===== config.mk =====
export PLATFORM = sky130hd
export DESIGN_NAME = rf_write_arbiter
export DESIGN_NICKNAME = d
export VERILOG_FILES = /design/src/rtl/rf_write_arbiter.sv
export SDC_FILE = /design/constraint.sdc
export NUM_CORES = 1
export LEC_CHECK = 0
export ABC_AREA = 1
export CORE_MARGIN = 1.5
export CORE_UTILIZATION = 42
export CTS_CLUSTER_SIZE = 8
export DETAILED_ROUTE_END_ITERATION = 16
export PLACE_DENSITY = 0.81
export SYNTH_ARGS = -nofsm -noshare
export SYNTH_HDL_FRONTEND = slang
export SYNTH_SLANG_ARGS = --single-unit

===== constraint.sdc =====
create_clock -name clk -period 2.78 [get_ports clk]
set_input_delay 0.556 -clock clk [delete_from_list [all_inputs] [get_ports clk]]
set_output_delay 0.556 -clock clk [all_outputs]
set_load 0.02 [all_outputs]

===== src/rtl/rf_write_arbiter.sv =====
// Round-robin arbiter sharing the register-file write port among NREQ writeback
// sources; the winning write is registered and decoded to a one-hot enable.
module rf_write_arbiter #(
    parameter int NREQ = 4,
    parameter int DW   = 16,
    parameter int AW   = 3
) (
    input  logic                  clk,
    input  logic                  rst_n,
    input  logic                  stall,
    input  logic [NREQ-1:0]       req_valid,
    input  logic [NREQ*AW-1:0]    req_addr,
    input  logic [NREQ*DW-1:0]    req_data,
    output logic [NREQ-1:0]       req_ready,
    output logic [AW-1:0]         wr_addr,
    output logic [DW-1:0]         wr_data,
    output logic [(1<<AW)-1:0]    wr_en,
    output logic                  wr_valid,
    output logic [2:0]            grant_id,
    output logic                  busy
);

    localparam int PW   = (NREQ > 1) ? $clog2(NREQ) : 1;
    localparam int NREG = 1 << AW;

    logic [AW-1:0]   addr_arr [NREQ];
    logic [DW-1:0]   data_arr [NREQ];
    logic [PW-1:0]   ptr;
    logic [PW-1:0]   sel;
    logic [PW-1:0]   gsel;
    logic [PW-1:0]   ptr_next;
    logic [AW-1:0]   gaddr;
    logic [DW-1:0]   gdata;
    logic [NREQ-1:0] grant;
    logic            gfound;

    for (genvar i = 0; i < NREQ; i++) begin : g_unpack
        assign addr_arr[i] = req_addr[i*AW +: AW];
        assign data_arr[i] = req_data[i*DW +: DW];
    end

    // Handshake: a write moves when req_valid[i] & req_ready[i]; ready is a
    // pure function of ptr, stall and req_valid (never of addr/data), and a
    // requester keeps addr/data stable while valid and not yet ready.
    always_comb begin
        grant  = '0;
        gsel   = '0;
        gfound = 1'b0;
        sel    = '0;
        for (int k = 0; k < NREQ; k++) begin
            sel = PW'((int'(ptr) + k) % NREQ);
            if (rst_n && !stall && !gfound && req_valid[sel]) begin
                gfound     = 1'b1;
                gsel       = sel;
                grant[sel] = 1'b1;
            end
        end
    end

    assign req_ready = grant;
    assign busy      = |req_valid;
    assign gaddr     = addr_arr[gsel];
    assign gdata     = data_arr[gsel];
    assign ptr_next  = PW'((int'(gsel) + 1) % NREQ);

    always_ff @(posedge clk or negedge rst_n) begin
        if (!rst_n) begin
            ptr      <= '0;
            wr_addr  <= '0;
            wr_data  <= '0;
            wr_en    <= '0;
            wr_valid <= 1'b0;
            grant_id <= '0;
        end else begin
            wr_valid <= gfound;
            if (gfound) begin
                ptr      <= ptr_next;
                wr_addr  <= gaddr;
                wr_data  <= gdata;
                grant_id <= 3'(gsel);
                // x0 is hardwired: the write is still reported valid but enables nothing
                wr_en    <= (gaddr == '0) ? '0 : (NREG'(1) << gaddr);
            end else begin
                wr_en    <= '0;
            end
        end
    end

endmodule


**After elaboration in Yosys (flattened, before gate mapping)**

Cells that the tools add are included.

- Register bits after elaboration: 32
- Latch bits: 0
- RAM bits: 0
- Bits in read-only memories: 0
- Input bits: 83
- Output and inout bits: 36
- Word-level logic and storage cells: 78
- Memories kept: 0

- Add/subtract/negate cells: 4
- Multipliers: 0
- Divide/modulo/power cells: 0
- $lt $le $gt $ge: 9
- Eq/ne operators: 0
- Shifts and indexed selects: 1
- Multiplexer cells: 36
- Bitwise operators: 4
- Reductions and logical operators: 18

Operators with widths:

| kind | number |
|---|---|
| 16-bit binary-select mux with 2-bit select | 1 |
| 16-bit two-way mux | 2 |
| 4-bit two-way mux | 4 |
| 8-bit two-way mux | 2 |
| 1-bit logical AND | 12 |
| 2-bit by 3-bit less-than comparator with 1-bit output (second input constant) | 4 |
| 1-bit two-way mux | 12 |
| 4-bit OR | 3 |
| 1-bit binary-select mux with 2-bit select | 4 |
| 1-bit demux with 2-bit select | 4 |
| 2-bit by 1-bit >= comparator with 1-bit output (second input constant) | 4 |
| 2-bit two-way mux | 4 |
| 1-bit by 3-bit left shift with 8-bit output (first input constant) | 1 |
| 3-bit binary-select mux with 2-bit select | 1 |
| 3-bit two-way mux | 2 |
| 2-bit by 1-bit adder with 2-bit output (second input constant) | 2 |
| 2-bit adder (second input constant) | 2 |
| 1-bit zero test | 4 |
| 4-bit OR reduction | 1 |
| 3-bit >= comparator (second input constant) | 1 |
| 3-bit zero test | 1 |
| 2-bit NOT with 3-bit output | 1 |

**Longest topological paths before layout**

- Word-level depth: 23
- Depth in mapped cells: 16
- Depth with buffers taken out: 15

**Worst setup path before layout**

OpenSTA, ideal clock, no wires.

- Kind: register to output
- Start point: register ptr[1]
- End point: output port req_ready[0]
- Arrival: 2011 ps
- Data required time: 2224 ps
- Path slack: 213 ps
- Cell stages (with the launch flop): 9
- Buffers on the path: 0
- Cells stage by stage: dfrtp_1 inv_1 ha_1 inv_1 nand3_1 nand2_1 nor2_1 nand3_2 o21ai_0

- Word-level cells in the longest chain between the ends: 16
- Elaborated cells on any way between the ends: 51
- Classes of those cells: add/sub: 3; order compare: 8; mux: 23; bitwise: 3; reduce/logical: 14

Ends and longest elaborated chain:

| item | line | text |
|---|---|---|
| from (decl) | 28 | `logic [PW-1:0] ptr;` |
| from (signal assigned) | 77 | `ptr <= ptr_next;` |
| parallel branches: the longest is 15 deep, another holds 2-bit by 3-bit less-than comparator with 1-bit output | -- |  |
| 4-bit two-way mux (*) | 52 | `if (rst_n && !stall && !gfound && req_valid[sel]) begin` |
| to (decl) | 14 | `output logic [NREQ-1:0] req_ready,` |

Mark *: on every way between the ends. The select of a mux whose other input is x is not followed.

**Worst setup path after layout**

- Start point: input port rst_n
- End point: output port req_ready[1]

- Word-level cells in the longest chain between the ends: 15
- Elaborated cells on any way between the ends: 21
- Classes of those cells: mux: 7; bitwise: 3; reduce/logical: 11

Ends and longest elaborated chain:

| item | line | text |
|---|---|---|
| from (decl) | 9 | `input logic rst_n,` |
| 1-bit logical AND (*) | 52 |  |
| 1-bit logical AND | 52 |  |
| 1-bit two-way mux | 52 |  |
| 1-bit zero test | 52 |  |
| 1-bit logical AND (2 in series) | 52 |  |
| 1-bit two-way mux | 52 |  |
| 1-bit zero test | 52 |  |
| 1-bit logical AND (2 in series) | 52 |  |
| 1-bit two-way mux | 52 |  |
| 1-bit zero test | 52 |  |
| 1-bit logical AND (2 in series) | 52 |  |
| 4-bit two-way mux (*) | 52 |  |

Mark *: on every way between the ends. The rest lies on a longest branch, timed or not.

==> metrics.txt <==
top post-synthesis cells by area dfrtp_1, nand2_1, nand3_1, inv_1, nand4_1; Pleak 2.15 nW; area post-placement 4000 um2; Mapped Area 2580 um2; VDD IR max 0.561 mV; die width 81.4 um; DRT Wirelength 7.86 mm; worst r2r path cells 15; area delta synth->final 59.4%; Reg2Reg Setup Slack 490 ps; DRC 0; placer congestion estimate 0.861; total of fill cells in the finished design 507; Finished Layout Cells 615; PortBufs 116; status finished clean; post-synthesis mux area share 0%; post-synthesis compound-gate area fraction 5.53%; post-route ant nets 0; post-layout util 69.4%; Final Hold Vio Count 0; Synth top area share 30.1%; leading area contributor after synthesis dfrtp_1; cells after synthesis 404; GRT overflow 0; nets@finish 627; row count 28; setup TNS 0 ps; reg-to-reg endpoint wr_en[1]; Max-Cap Viols 0; Hold Buf Count CTS 0; minimum clock period after layout 2710 ps; CTS tree yes; io pins 119; Post-Synth XOR/XNOR Area 0%; Die Ht 81.4 um; Worst setup EP type output pin; HP Class flip-flop to flip-flop; crit path kind input port to output pin; clk sinks 31; Post-DP HPWL 6.06 mm; drt pass-1 iters 4; adder-cell area share of the yosys netlist 1.94%; vias in the first global route 2937; worst r2r src ptr[1]; hold_ws 472 ps; CTS Buffer Depth 2; Hold Path Depth 2; multi-input combinational cell area 1420 um2; Die ar. 6620 um2; Worst-Skew Late Latency 270 ps; first-pass GRT wire length 12.4 mm; diode count 0; synth unique cells 29; simple-gate share of the synthesized area 46.5%; Reg clk slew, reported paths 60 ps; hold path endpoint grant_id[1]; Ys Warns 0; routed len/inst 12.8 um; PwrDens 1140 nW/um2; commonest non-fill, non-tap cells in the layout nand2_1, clkdlybuf4s50_1, inv_1, nand3_1, dfrtp_1; placed cell count 605; area of the core 5920 um2; CP required 2220 ps; final setup vio count 0; CTS H-tree depth 2; period utilization 97.5%; Post-Syn Area per Cell 6.39 um2; CTS root buf clkbuf_8; largest family of logic cells by synthesized area simple AND/OR/NAND/NOR gates; Max Transition Viols Final 0; overall global routing resource usage 24.0%; post-synthesis register bit count 31; Design Area, Final 4110 um2; most common cell after layout, fill and taps aside nand2_1; Fmax achieved 369 MHz; share of layout cells above drive strength 1 13.1%; Worst EP arrival 2150 ps; hold path startpoint grant_id[1]; total number of vias 3008; largest fanout on the critical path 4; Via density 4.89; CTS Buf Count 5; Register Area 776 um2; initial antenna violation count 0; 1st-iter DRT viols 123; largest net degree at the start of global routing 32; initial core utilization 43.6%; register area share after synthesis 30.1%; Clock Skews 3.32 ps; CP Launch Type input port
state kept, by name (all words and copies together), names as in the netlist:
register  flops
wr_data      16
wr_en         7
grant_id      2
ptr           2
wr_addr       3
wr_valid      1
synthesized netlist by cell type (all sizes together):
| library cell | count |
|---|---|
| a21o | 9 |
| a21oi | 3 |
| a221oi | 1 |
| a22oi | 2 |
| buf | 19 |
| clkinv | 1 |
| conb | 1 |
| dfrtp | 31 |
| ha | 4 |
| inv | 72 |
| nand2 | 163 |
| nand3 | 63 |
| nand3b | 1 |
| nand4 | 11 |
| nor2 | 16 |
| o21ai | 3 |
| o221ai | 1 |
| o22ai | 2 |
| or4 | 1 |
kinds of logic (layout without fill, tap and decap cells):
| kind of cell | count (synthesis) | in the layout |
|---|---|---|
| flip-flops | 31 | 31 |
| AND/OR/NAND/NOR | 255 | 255 |
| adder cells (fa/ha/maj) | 4 | 4 |
| other | 1 | 2 |
| buffers and inverters | 92 | 227 |
| AO/OA/AOI/OAI | 21 | 21 |
what timing repair did:
action                                  in CTS  in global routing
cloned                                       0                  0
gates resized for setup                      8                 11
endpoints found under the setup margin       4                  9
buffers inserted                             0                  3
pin swaps                                    0                  1
hold endpoints to repair                     0                  0
cell type report:
| class | instances | area share, % |
|---|---|---|
| clock buffers | 6 | 2.01 |
| multi-input cells | 282 | 34.5 |
| clock inverters | 1 | 0.122 |
| inverters | 73 | 6.66 |
| well taps | 75 | 2.28 |
| repair buffers | 147 | 35.5 |
| flip-flops and latches | 31 | 18.9 |
routing by layer:
metal / part of all wire [%] / wire, um / GRT usage (%) / up-vias
met2: 50 / 3960 / 46.5 / 137
met4: 2.2 / 172 / 7.07 / 0
met1: 39 / 3070 / 25.1 / 1339
met5: 0 / 0 / 0 / -
met3: 8.4 / 661 / 5.73 / 19
li1: - / - / - / 1513
worst max path at each step:
stage | cells past startpoint | slack [ps] | startpoint | to
3_5_place_dp | 8 | -390 | rst_n | req_ready[1]
6_report | 8 | 70 | rst_n | req_ready[1]
2_1_floorplan | 8 | 210 | ptr[1] | req_ready[0]
4_1_cts | 9 | -30 | rst_n | req_ready[1]
5_1_grt | 8 | -9 | rst_n | req_ready[1]
3_3_place_gp | 8 | -300 | rst_n | req_ready[3]
stage by stage:
| stage | setup slack, ps | total power, mW |
|---|---|---|
| 5_1_grt | -8.67 | 5.06 |
| 3_5_place_dp | -393 | 4.27 |
| 2_1_floorplan | 213 | 2.92 |
| 3_3_place_gp | -305 | 4.19 |
| 6_report | 70.9 | 4.67 |
| 4_1_cts | -29.6 | 4.62 |
worst max-delay path: stages:
cell and delay [ps]:
clkdlybuf4s50_1 540, inv_1 80, nor2_2 150, nand2_1 130, nor2_4 150, nand3_2 120
o21ai_0 210, buf_2 210
where the power goes:
group          leakage, nW  switching [mW]  internal [mW]
sequential           0.386           0.108          0.679
combinational         1.72            2.01           1.53
clock               0.0470           0.153          0.194
(Power assumes the default switching activity.)
